$ cat config.mk
export PLATFORM = sky130hd
export DESIGN_NAME = oki_adpcm_multi
export DESIGN_NICKNAME = d
export VERILOG_FILES = /design/src/rtl/oki_adpcm_multi.sv
export SDC_FILE = /design/constraint.sdc
export NUM_CORES = 1
export LEC_CHECK = 0
export CAP_MARGIN = 20
export CELL_PAD_IN_SITES_DETAIL_PLACEMENT = 0
export CELL_PAD_IN_SITES_GLOBAL_PLACEMENT = 2
export CORE_AREA = 5 5 169 171
export DETAILED_ROUTE_END_ITERATION = 6
export DIE_AREA = 0 0 174 176
export DONT_BUFFER_PORTS = 1
export PLACE_DENSITY = 0.84
export SLEW_MARGIN = 20
export SYNTH_ARGS = -nofsm -noshare
export SYNTH_HDL_FRONTEND = slang
export SYNTH_SLANG_ARGS = --single-unit
$ cat constraint.sdc
create_clock -name clock -period 4.7 [get_ports clock]
set_input_delay 0.47 -clock clock [delete_from_list [all_inputs] [get_ports clock]]
set_output_delay 0.47 -clock clock [all_outputs]
set_load 0.01 [all_outputs]
$ cat src/rtl/oki_adpcm_multi.sv
// Multi-chip OKIM6295 sound subsystem: shared fractional clock enable, per-chip ROM
// banking, round-robin arbitration onto one ROM read port and a saturating mixer.

// Minimal PCM voice exposing the jt6295 port set; stands in for jt6295 in this block.
// CPU byte din[7:6]: 11/10/01 load rom_addr[17:12]/[11:6]/[5:0] from din[5:0]; 00 sets play=din[0].
module oki_adpcm_voice (
    input  logic               clk,
    input  logic               rst,
    input  logic               cen,
    input  logic               wr,
    input  logic [7:0]         din,
    output logic [7:0]         dout,
    output logic [17:0]        rom_addr,
    input  logic [7:0]         rom_data,
    input  logic               rom_ok,
    output logic signed [13:0] sound,
    output logic               sample
);
    logic play;

    always_ff @(posedge clk or posedge rst) begin
        if (rst) begin
            rom_addr <= '0;
            play     <= 1'b0;
            sound    <= '0;
            sample   <= 1'b0;
        end else begin
            sample <= 1'b0;
            if (wr) begin
                case (din[7:6])
                    2'b11:   rom_addr[17:12] <= din[5:0];
                    2'b10:   rom_addr[11:6]  <= din[5:0];
                    2'b01:   rom_addr[5:0]   <= din[5:0];
                    default: play            <= din[0];
                endcase
            end else if (play && cen && rom_ok) begin
                // stalls here whenever the ROM byte for rom_addr has not arrived
                sound    <= {rom_data, rom_data[5:0]};
                sample   <= 1'b1;
                rom_addr <= rom_addr + 18'd1;
            end
        end
    end

    assign dout = {7'd0, play};
endmodule

module oki_adpcm_multi #(
    parameter int unsigned   NUM_CHIPS      = 2,
    parameter logic [15:0]   CEN_INC        = 16'h10E5,
    parameter int unsigned   ROM_ADDR_WIDTH = 22,
    parameter int unsigned   OUT_WIDTH      = 16,
    localparam int unsigned  CHIP_W         = (NUM_CHIPS > 1) ? $clog2(NUM_CHIPS) : 1
) (
    input  logic                          clock,
    input  logic                          reset_n,
    input  logic [NUM_CHIPS-1:0]          io_cpu_wr,
    input  logic [7:0]                    io_cpu_din,
    output logic [8*NUM_CHIPS-1:0]        io_cpu_dout,
    input  logic                          io_bank_wr,
    input  logic [CHIP_W-1:0]             io_bank_chip,
    input  logic [1:0]                    io_bank_region,
    input  logic [ROM_ADDR_WIDTH-17:0]    io_bank_din,
    output logic                          io_rom_rd,
    output logic [ROM_ADDR_WIDTH-1:0]     io_rom_addr,
    input  logic [7:0]                    io_rom_dout,
    input  logic                          io_rom_valid,
    output logic                          io_audio_valid,
    output logic signed [OUT_WIDTH-1:0]   io_audio_bits
);
    localparam int unsigned AW = ROM_ADDR_WIDTH;
    localparam int unsigned BW = ROM_ADDR_WIDTH - 16;
    localparam int unsigned SW = ((OUT_WIDTH > 16) ? OUT_WIDTH : 16) + 1;
    localparam logic signed [SW-1:0] SAT_MAX = SW'((longint'(1) <<< (OUT_WIDTH - 1)) - longint'(1));
    localparam logic signed [SW-1:0] SAT_MIN = ~SAT_MAX;

    typedef enum logic {ARB_IDLE, ARB_WAIT} arb_state_t;

    logic [15:0]       acc;
    logic [16:0]       acc_sum;
    logic              cen;
    logic              core_rst;
    logic [BW-1:0]     bank [NUM_CHIPS][4];
    logic [17:0]       core_addr [NUM_CHIPS];
    logic signed [13:0] core_sound [NUM_CHIPS];
    logic [NUM_CHIPS-1:0] core_sample;
    logic [AW-1:0]     mapped [NUM_CHIPS];
    logic [AW-1:0]     served_addr [NUM_CHIPS];
    logic [7:0]        served_data [NUM_CHIPS];
    logic [NUM_CHIPS-1:0] served_ok;
    logic [NUM_CHIPS-1:0] rom_ok;
    logic [NUM_CHIPS-1:0] pending;
    arb_state_t        state, state_nxt;
    logic [CHIP_W-1:0] rr_ptr, grant, pick;
    logic              pick_ok;
    logic signed [13:0] held [NUM_CHIPS];
    logic signed [13:0] held_nxt [NUM_CHIPS];
    logic signed [SW-1:0] mix_sum, mix_sat;

    // Fractional clock enable plus a registered core reset so cores leave reset synchronously
    assign acc_sum = {1'b0, acc} + {1'b0, CEN_INC};

    always_ff @(posedge clock or negedge reset_n) begin
        if (!reset_n) begin
            acc      <= '0;
            cen      <= 1'b0;
            core_rst <= 1'b1;
        end else begin
            acc      <= acc_sum[15:0];
            cen      <= acc_sum[16];
            core_rst <= 1'b0;
        end
    end

    always_ff @(posedge clock or negedge reset_n) begin
        if (!reset_n) begin
            for (int c = 0; c < int'(NUM_CHIPS); c++)
                for (int r = 0; r < 4; r++)
                    bank[c][r] <= BW'(r);
        end else if (io_bank_wr && (32'(io_bank_chip) < NUM_CHIPS)) begin
            bank[io_bank_chip][io_bank_region] <= io_bank_din;
        end
    end

    for (genvar c = 0; c < int'(NUM_CHIPS); c++) begin : g_chip
        assign mapped[c] = {bank[c][core_addr[c][17:16]], core_addr[c][15:0]};
        assign rom_ok[c] = served_ok[c] && (served_addr[c] == mapped[c]);

        oki_adpcm_voice u_voice (
            .clk      (clock),
            .rst      (core_rst),
            .cen      (cen),
            .wr       (io_cpu_wr[c]),
            .din      (io_cpu_din),
            .dout     (io_cpu_dout[8*c +: 8]),
            .rom_addr (core_addr[c]),
            .rom_data (served_data[c]),
            .rom_ok   (rom_ok[c]),
            .sound    (core_sound[c]),
            .sample   (core_sample[c])
        );
    end

    assign pending = ~rom_ok;

    // First pending chip at or after the round-robin pointer
    always_comb begin
        int unsigned idx;
        idx     = 0;
        pick    = '0;
        pick_ok = 1'b0;
        for (int k = int'(NUM_CHIPS) - 1; k >= 0; k--) begin
            idx = (32'(rr_ptr) + 32'(k)) % NUM_CHIPS;
            if (pending[CHIP_W'(idx)]) begin
                pick    = CHIP_W'(idx);
                pick_ok = 1'b1;
            end
        end
    end

    always_ff @(posedge clock or negedge reset_n) begin
        if (!reset_n) state <= ARB_IDLE;
        else          state <= state_nxt;
    end

    always_comb begin
        state_nxt = state;
        case (state)
            ARB_IDLE: if (pick_ok)      state_nxt = ARB_WAIT;
            ARB_WAIT: if (io_rom_valid) state_nxt = ARB_IDLE;
            default:                    state_nxt = ARB_IDLE;
        endcase
    end

    // Read port and per-chip slots; the latched address is what gets stored, so a
    // bank or core address change during WAIT just causes a re-request afterwards
    always_ff @(posedge clock or negedge reset_n) begin
        if (!reset_n) begin
            io_rom_rd   <= 1'b0;
            io_rom_addr <= '0;
            grant       <= '0;
            rr_ptr      <= '0;
            served_ok   <= '0;
            for (int c = 0; c < int'(NUM_CHIPS); c++) begin
                served_addr[c] <= '0;
                served_data[c] <= '0;
            end
        end else begin
            case (state)
                ARB_IDLE: begin
                    if (pick_ok) begin
                        io_rom_rd   <= 1'b1;
                        io_rom_addr <= mapped[pick];
                        grant       <= pick;
                    end
                end
                ARB_WAIT: begin
                    if (io_rom_valid) begin
                        io_rom_rd          <= 1'b0;
                        served_addr[grant] <= io_rom_addr;
                        served_data[grant] <= io_rom_dout;
                        served_ok[grant]   <= 1'b1;
                        rr_ptr <= (32'(grant) == NUM_CHIPS - 1) ? '0 : CHIP_W'(32'(grant) + 1);
                    end
                end
                default: io_rom_rd <= 1'b0;
            endcase
        end
    end

    // Mixer sums the freshly updated held samples so output lags a core sample by one clock
    always_comb begin
        held_nxt = held;
        mix_sum  = '0;
        for (int c = 0; c < int'(NUM_CHIPS); c++) begin
            if (core_sample[c]) held_nxt[c] = core_sound[c];
            mix_sum = mix_sum + SW'(held_nxt[c]);
        end
        mix_sat = (mix_sum > SAT_MAX) ? SAT_MAX : ((mix_sum < SAT_MIN) ? SAT_MIN : mix_sum);
    end

    always_ff @(posedge clock or negedge reset_n) begin
        if (!reset_n) begin
            for (int c = 0; c < int'(NUM_CHIPS); c++) held[c] <= '0;
            io_audio_valid <= 1'b0;
            io_audio_bits  <= '0;
        end else begin
            held           <= held_nxt;
            io_audio_valid <= |core_sample;
            if (|core_sample) io_audio_bits <= OUT_WIDTH'(mix_sat);
        end
    end
endmodule

==> results.txt, run 1 <==
Status - finished with violations
Failing checks - negative hold slack
GPL Wtd Cong - 0.841
Post-synthesis sequential area ratio - 0.528
Synth Register Bits - 255
DR WL/cell - 20.3 µm
Layout cells sized above 1 - 0.186
Worst vdd ir - 0.000262 V
Cell breakdown of the critical path - mux4_2, xnor2_1, nand4_1, nor4_1, nor2_1, nor2_4, mux2i_1, a21oi_1
Area delta synth->final - 10.4%
Vias in the first global route - 8160
Final Cycle Share - 0.777
Clock Root Buffer - clkbuf_16
Clk pin slew, worst setup/hold paths - 60 ps
Mapped Area - 0.0121 mm²
CTS max path bufs - 3
Number of CTS-inserted buffers - 29
Final hold vios - 199
PortBufs - 0
Core Rows - 60
Most common cell after layout, fill and taps aside - dfrtp_1
CP max FO - 22
Worst-Skew Late Latency - 550 ps
Design area - 0.0134 mm²
Maximum clock frequency - 274 MHz
GR peak layer - met2
Worst hold path class - in2async
Slowest stage delay, CP - 780 ps
Ys async rst share - 1.00
Met2 Usage GRT - 0.306
Post-CTS Setup Inserts - 0
Final wirelength - 29300 µm
Critical path class - reg2reg
First-pass GRT wire length - 47400 µm
Post-Route Utilization - 0.500
Gr usage total - 0.193
Hold slack - -387 ps
Average cell area after synthesis - 11.1 µm²
CP Launch Type - register
CTS tree - yes
Slew HR - 0.325
# diodes - 0
Setup crit end kind - register
Leak - 5.80 nW
Largest net degree at the start of global routing - 200
Critical path's slowest cell - nor2_4
Most frequent cells in the layout - dfrtp_1 (246), nand2_1 (134), mux2_2 (115)
Die height - 176 µm
Drt first pass iters - 5
Placed instance area - 0.0123 mm²
Initial antenna violation count - 0
Arr. time, crit path - 4050 ps
WP data required - 5100 ps
Routing usage on met3 - 0.0482
Core area - 0.0267 mm²
Initial DRC Count - 623
Vias per cell - 5.53
RSZ-0062 raised after global routing - false
Post-DP HPWL - 20600 µm
Tmin final - 3650 ps
Ys Warns - 0
Clk sinks - 255
Die area - 0.0306 mm²
Max Slew Vio Count - 0
Slew @ Worst Pin - 1010 ps
Starting Density - 0.453
Horiz. Die Dim - 174 µm
Final #Nets - 1131
ANT nets after route - 0
Mapped Cells - 1095
Gr ovfl total - 0
I/O pins - 87
EDFF count, synth - 0
Setup tns final - 0 ps
Pwr dens - 518 mW/mm²
DRC viols - 0
R2R Setup Slk - 1050 ps
Final Setup Violations - 0
Via count - 7977
Primary FF master, synth - dfrtp_1
CTS resizes - 0
Synth unique cells - 61
Worst Skew - 13.1 ps
CTS HTree Levels - 1
Met1 usage - 0.274
MaxCap Viol Count - 0
cells by family after synthesis:
kind of cell,synth area share
simple gates,0.112
other cells,0.000310
compound gates,0.0933
buf+inv,0.0415
flops,0.528
fa+ha+maj,0.0192
xor+xnor,0.0499
mux,0.156
power by group:
part           switching (mW)  internal (mW)  total, mW  leakage [nW]
logic                   0.665          0.673       1.34          2.21
registers               0.485           2.67       3.16          3.07
clock network           0.912           1.52       2.44         0.516
total                    2.06           4.87       6.93          5.80
cell usage after synthesis (all sizes together), types with 15 or more instances:
master  count  share of area
nor2       49          0.016
xnor2      30          0.022
clkbuf     32         0.0099
nor4       15         0.0090
mux2      123           0.11
nand3      25          0.010
inv        40          0.012
nand2     134          0.042
mux2i      24          0.020
dfrtp     246           0.51
o21ai      77          0.032
a21oi      78          0.032
xor2       39          0.028
buf        32          0.019
ha         17          0.018
critical path: cells and delay by family (launching register included):
kind            cells  cell delay [ps]
xor+xnor            1              270
compound gates      1              100
flops               1              660
simple gates        4             1530
mux                 2              920
cell type report:
| class | instances | area, µm² |
|---|---|---|
| Clock inverter | 12 | 203 |
| Multi-Input combinational cell | 749 | 5300 |
| Inverter | 41 | 154 |
| Timing Repair Buffer | 6 | 57.6 |
| Tap cell | 341 | 427 |
| Fill cell | 2391 | 13400 |
| Clock buffer | 38 | 840 |
| Sequential cell | 255 | 6390 |
flip-flops by register name, summed over array words and instances, names as in the netlist:
| register | cells |
|---|---|
| io_audio_valid | 1 |
| g_chip.u_voice.sound | 16 |
| acc | 16 |
| g_chip.u_voice.play | 2 |
| bank | 48 |
| state | 1 |
| g_chip.u_voice.rom_addr | 36 |
| g_chip.u_voice.sample | 2 |
| served_data | 16 |
| grant | 1 |
| rr_ptr | 1 |
| io_rom_rd | 1 |
| core_rst | 1 |
| held | 28 |
| served_ok | 2 |
| cen | 1 |
| served_addr | 44 |
| io_rom_addr | 22 |
| io_audio_bits | 16 |
through the flow:
step	instances	setup slack, ps	power (mW)
final	1442	1050	6.93
after global routing	1442	724	7.32
after CTS	1441	1000	7.00
after detailed placement	1391	1050	4.53
after global placement	1391	1080	4.50
after floorplan	1109	1810	4.12
layer usage:
layer  wire, µm  vias to the layer above
li1           -                     3783
met2      13300                      166
met3       1870                       40
met1      13600                     3988
met5          0                        -
met4        504                        0
final timing paths:
kind / startpoint / endpoint / cells after the start
max: g_chip[0].u_voice.rom_addr[16]$_DFFE_PP0P_ / io_rom_addr[4]$_DFFE_PN0P_ / 8
min: reset_n / bank[30]$_DFFE_PN0P_ / 0
max reg2reg: g_chip[0].u_voice.rom_addr[16]$_DFFE_PP0P_ / io_rom_addr[4]$_DFFE_PN0P_ / 8
min reg2reg: acc[0]$_DFF_PN0_ / acc[0]$_DFF_PN0_ / 1
max in group asynchronous: core_rst$_DFF_PN1_ / g_chip[0].u_voice.sound[12]$_DFFE_PP0P_ / 2
min in group clock: io_bank_din[4] / bank[10]$_DFFE_PN0P_ / 1
(Power assumes the default switching activity.)
==> run 2: changes to the inputs <==
CORE_AREA = 5 5 174 176   (was 5 5 169 171)
DIE_AREA = 0 0 179 181   (was 0 0 174 176)
PLACE_DENSITY = 0.79   (was 0.84)
clock period = 3.4 ns   (was 4.7 ns; I/O delays follow)
==> results.txt, run 2 (synthesized netlist as in run 1, its figures left out) <==
Design area - 0.0137 mm² (+2.7%)
Status - finished with violations
Gr ovfl total - 0 (unchanged)
MaxCap Viol Count - 0 (unchanged)
Pwr dens - 676 mW/mm² (+30%)
Slew HR - 0.341 (+0.0154)
Final Worst Setup Slack - 337 ps (-710 ps)
First-pass GRT wire length - 47900 µm (+1.1%)
Max Slew Vio Count - 0 (unchanged)
Leak - 5.97 nW (+3.0%)
CTS max path bufs - 3 (unchanged)
Slew @ Worst Pin - 981 ps (-29.5 ps)
Maximum clock frequency - 326 MHz (+19%)
DRC viols - 0 (unchanged)
Clock Root Buffer - clkbuf_16
Critical path class - reg2reg
Layout cells sized above 1 - 0.201 (+0.0152)
Filler cell count - 2691 (+13%)
Core area - 0.0285 mm² (+6.5%)
CP Launch Type - register
Vias per cell - 5.28 (-4.6%)
Starting Density - 0.425 (-0.0278)
Number of CTS-inserted buffers - 28 (-3.4%)
Die height - 181 µm (+2.8%)
Largest regs - bank (48), served_addr (44), g_chip.u_voice.rom_addr (36)
Largest net degree at the start of global routing - 200 (unchanged)
Final wirelength - 30100 µm (+3.0%)
ANT nets after route - 0 (unchanged)
Final hold vios - 199 (unchanged)
Power, Total - 9.28 mW (+34%)
Horiz. Die Dim - 179 µm (+2.9%)
CTS HTree Levels - 1 (unchanged)
Sequential cell area - 0.00639 mm² (unchanged)
CP max FO - 8 (-64%)
Area delta synth->final - 13.4%
Initial antenna violation count - 0 (unchanged)
I/O pins - 87 (unchanged)
Final Setup Violations - 0 (unchanged)
Setup tns final - 0 ps (unchanged)
WP data required - 3820 ps (-1280 ps)
Placed Instances - 1461 (+5.0%)
Worst hold path class - in2async
Most frequent cells in the layout - dfrtp_1 (246), nand2_1 (134), mux2_2 (115)
Hold Buf Count CTS - 18
DR WL/cell - 19.6 µm (-3.4%)
Core Rows - 62 (+3.3%)
Clk sinks - 255 (unchanged)
Drt first pass iters - 5 (unchanged)
Post-DP HPWL - 21300 µm (+3.2%)
Vias in the first global route - 8161 (+0.012%)
Hold slack - -484 ps (-97.2 ps)
GPL Wtd Cong - 0.827 (-1.7%)
CTS tree - yes
Tmin final - 3060 ps (-590 ps)
Setup crit end kind - register
Most common cell after layout, fill and taps aside - dfrtp_1
Die area - 0.0324 mm² (+5.8%)
Clk pin slew, worst setup/hold paths - 60 ps (about the same)
Place WS - -102 ps (-1150 ps)
Post-Route Utilization - 0.482 (-0.0180)
Gr usage total - 0.187 (-0.00572)
RSZ-0062 raised after global routing - false
Max reg flops - 48 (unchanged)
Reg with most FFs - bank
Arr. time, crit path - 3480 ps (-570 ps)
Via count - 8119 (+1.8%)
Worst Skew - 9.71 ps (-3.40 ps)
Failing checks - negative hold slack
PortBufs - 0 (unchanged)
Placed instance area - 0.0126 mm² (+2.0%)
Initial DRC Count - 568 (-8.8%)
Worst-Skew Late Latency - 530 ps (-20 ps)
Final Cycle Share - 0.901 (+0.124)
Final #Nets - 1179 (+4.2%)
Area occupied by multi-input gates - 0.00530 mm² (about the same)
Worst vdd ir - 0.000427 V (+63%)
Fin cells - 1538 (+6.7%)
-- run 2: changes by cell type in the layout (fill, tap and decap cells not counted), moves of 2 or more --
cell and delta:
clkbuf_1 +4, diode_2 +2, bufinv_16 -4, buf_4 +28, dlygate4sd3_1 +18, clkinv_2 +6, clkbuf_8 -3
-- run 2: critical path: stages, from the launching register on --
cell,delay [ps]
dfrtp_1,600
mux4_2,580
xnor2_1,220
nand4_1,170
nor4_1,470
nor2_1,230
nor2_4,180
buf_4,200
mux2i_1,220
a21oi_1,80
-- run 2: power by group --
part	leakage, nW	internal (mW)	switching (mW)
logic	2.45	1.03	0.974
registers	3.07	3.70	0.632
clock network	0.457	1.74	1.21
-- run 2: layer usage --
layer / routed length (µm) / up-vias / GRT usage
li1: - / 3875 / -
met1: 13800 / 4033 / 0.269
met2: 13900 / 177 / 0.292
met3: 1820 / 34 / 0.0410
met4: 634 / 0 / 0.0427
met5: 0 / - / 0
-- run 2: cell type report --
type / instances / area share
diodes: 2 / 0.000364
flip-flops and latches: 255 / 0.465
clock inverters: 13 / 0.00674
inverters: 41 / 0.0112
clock buffers: 39 / 0.0592
repair buffers: 54 / 0.0361
multi-input cells: 750 / 0.386
well taps: 384 / 0.0350
-- run 2: worst paths after layout --
check                      slack, ps                                         end                                  startpoint  depth (start not counted)
setup / recovery                 340                  io_rom_addr[8]$_DFFE_PN0P_  g_chip[0].u_voice.rom_addr[16]$_DFFE_PP0P_                          9
hold reg to reg                  270      g_chip[1].u_voice.sound[9]$_DFFE_PP0P_                          core_rst$_DFF_PN1_                          1
max in group asynchronous       2170  g_chip[0].u_voice.rom_addr[15]$_DFFE_PP0P_                          core_rst$_DFF_PN1_                          2
hold / removal                  -480                            acc[1]$_DFF_PN0_                                     reset_n                          0
min in group clock                30          g_chip[0].u_voice.play$_DFFE_PP0P_                                io_cpu_wr[0]                          2
setup reg to reg                 340                  io_rom_addr[8]$_DFFE_PN0P_  g_chip[0].u_voice.rom_addr[16]$_DFFE_PP0P_                          9
-- run 2: what timing repair did --
action                                 in CTS  in global routing
setup buffers                               0                  3
cloned                                      1                  0
setup endpoints to repair                  22                 24
pin swaps                                   0                  2
gates resized for setup                     1                  1
endpoints found under the hold margin     269                199
==> run 3: changes to the inputs <==
==> constraint.sdc (replaced) <==
create_clock -name clock -period 3.4 [get_ports clock]
set_input_delay 0.17 -clock clock [delete_from_list [all_inputs] [get_ports clock]]
set_output_delay 0.17 -clock clock [all_outputs]
set_load 0.01 [all_outputs]
==> results.txt, run 3 (synthesized netlist as in run 1, its figures left out) <==
RSZ-0062 raised after global routing - false
Leak - 6.02 nW (+0.81%)
Core area - 0.0285 mm² (unchanged)
MaxCap Viol Count - 0 (unchanged)
Clk sinks - 255 (unchanged)
Cell breakdown of the critical path - o21ai_0, ha_1, inv_1, fa_1, nor2b_1, o21ai_0, a21boi_0, o21ai_0, a31oi_1, o211ai_1, a311o_1, o21a_1
Clock Root Buffer - clkbuf_16
Max reg flops - 48 (unchanged)
Crit-path leading delay family - compound AO/OA/AOI/OAI gates
Critical path class - reg2reg
I/O pins - 87 (unchanged)
Pwr dens - 684 mW/mm² (+1.2%)
Fin cells - 1546 (+0.52%)
Via count - 8091 (-0.34%)
Initial antenna violation count - 0 (unchanged)
Gr ovfl total - 0 (unchanged)
ANT nets after route - 0 (unchanged)
Setup crit end kind - register
Horiz. Die Dim - 179 µm (unchanged)
Worst Skew - 15.1 ps (+5.35 ps)
Die area - 0.0324 mm² (unchanged)
Worst hold path class - in2async
Hold slack - -661 ps (-176 ps)
Status - finished with violations
Tmin final - 3130 ps (+64.3 ps)
Final Cycle Share - 0.920 (+0.0189)
Place WS - -107 ps (-5.01 ps)
Hold Buf Count CTS - 25 (+7)
Final hold vios - 199 (unchanged)
Reg with most FFs - bank
Clk pin slew, worst setup/hold paths - 60 ps (about the same)
Comb power frac - 0.214 (-0.002)
Initial DRC Count - 531 (-6.5%)
Arr. time, crit path - 3540 ps (+60 ps)
CTS tree - yes
Final #Nets - 1188 (+0.76%)
Sequential Power Share - 0.457 (-0.009)
Slew HR - 0.315 (-0.0261)
Most common cell after layout, fill and taps aside - dfrtp_1
WP data required - 3820 ps (about the same)
CTS max path bufs - 3 (unchanged)
Gr usage total - 0.190 (+0.00237)
Power, Total - 9.47 mW (+2.1%)
PortBufs - 0 (unchanged)
Layout cells sized above 1 - 0.199 (-0.00242)
Max Slew Vio Count - 0 (unchanged)
Clock power frac - 0.328 (+0.010)
Final wirelength - 30600 µm (+1.4%)
R2R Setup Slk - 270 ps (-60 ps)
Core Rows - 62 (unchanged)
DRC viols - 0 (unchanged)
Slowest stage delay, CP - 410 ps (-190 ps)
R2R cell count - 12 (+3)
CP max FO - 4 (-4)
Area delta synth->final - 14.4%
Most frequent CP cell - o21ai_0
Final Worst Setup Slack - 273 ps (-64.3 ps)
DR WL/cell - 19.8 µm (+0.87%)
Failing checks - negative hold slack
Maximum clock frequency - 320 MHz (-2.1%)
Die height - 181 µm (unchanged)
Sw power - 2.85 mW (+1.3%)
Largest net degree at the start of global routing - 200 (unchanged)
Placed Instances - 1460 (-0.068%)
Worst vdd ir - 0.000466 V (+9.1%)
GPL Wtd Cong - 0.826 (about the same)
Vias in the first global route - 8282 (+1.5%)
Post-DP HPWL - 21300 µm (about the same)
Drt first pass iters - 5 (unchanged)
Number of CTS-inserted buffers - 29 (+3.6%)
First-pass GRT wire length - 48700 µm (+1.6%)
Sw frac - 0.301 (-0.00217)
Slew @ Worst Pin - 1030 ps (+44.5 ps)
Worst-Skew Late Latency - 540 ps (about the same)
Critical path's slowest cell - fa_1
Worst Path Buf+Inv - 1 (unchanged)
CTS HTree Levels - 1 (unchanged)
Largest regs - bank (48), served_addr (44), g_chip.u_voice.rom_addr (36)
Starting Density - 0.425 (unchanged)
Final Setup Violations - 0 (unchanged)
Internal power - 6.62 mW (+2.4%)
Vias per cell - 5.23 (-0.86%)
Worst R2R Start - g_chip[0].u_voice.sample$_DFF_PP0_
CP Launch Type - register
Most frequent cells in the layout - dfrtp_1 (246), nand2_1 (134), mux2_2 (115)
Reg2reg end - io_audio_bits[14]$_DFFE_PN0P_
[run 3: power by group through the flow]
| stage | sequential [mW] | clock [mW] | combinational (mW) |
|---|---|---|---|
| floorplan | 4.13 | 0 | 1.56 |
| global placement | 4.38 | 0 | 1.90 |
| detailed placement | 4.39 | 0 | 1.93 |
| CTS | 4.34 | 3.20 | 2.00 |
| global route | 4.43 | 3.32 | 2.23 |
| finish | 4.33 | 3.11 | 2.03 |
[run 3: worst max-delay path by stage]
stage                                                           from  cells after the start  slack, ps                             to
after floorplan                   g_chip[1].u_voice.sample$_DFF_PP0_                     14        510  io_audio_bits[14]$_DFFE_PN0P_
after global placement    g_chip[0].u_voice.rom_addr[16]$_DFFE_PP0P_                      8         60    io_rom_addr[19]$_DFFE_PN0P_
after global routing              g_chip[0].u_voice.sample$_DFF_PP0_                     12         10  io_audio_bits[14]$_DFFE_PN0P_
after detailed placement  g_chip[0].u_voice.rom_addr[16]$_DFFE_PP0P_                      8       -110     io_rom_addr[8]$_DFFE_PN0P_
final                             g_chip[0].u_voice.sample$_DFF_PP0_                     12        270  io_audio_bits[14]$_DFFE_PN0P_
after CTS                 g_chip[0].u_voice.rom_addr[16]$_DFFE_PP0P_                      8         90     io_rom_addr[2]$_DFFE_PN0P_
[run 3: routing by layer]
metal | part of all wire | global-route usage
met3 | 0.056 | 0.0393
met4 | 0.016 | 0.0338
met1 | 0.46 | 0.275
met2 | 0.46 | 0.299
met5 | 0 | 0
[run 3: what timing repair did]
action,CTS,global route
cloned,1,0
hold endpoints to repair,303,199
pin swaps,0,2
buffers inserted,0,5
resized for setup,1,0
endpoints found under the setup margin,22,22
[run 3: final cells by class]
type	instances	area (µm²)
inverters	41	154
clock buffers	41	811
diodes	1	2.50
multi-input cells	750	5300
clock inverters	12	139
repair buffers	62	573
fillers	2648	14600
well taps	384	480
flip-flops and latches	255	6390
[run 3: metrics by stage]
stage,utilization,area [µm²],setup TNS (ps),hold slack [ps]
finish,0.487,13900,0,-661
detailed placement,0.441,12600,-1670,-114
global placement,0.441,12600,0,-113
global route,0.487,13900,0,-688
floorplan,-,12200,0,-126
CTS,0.483,13800,0,-690
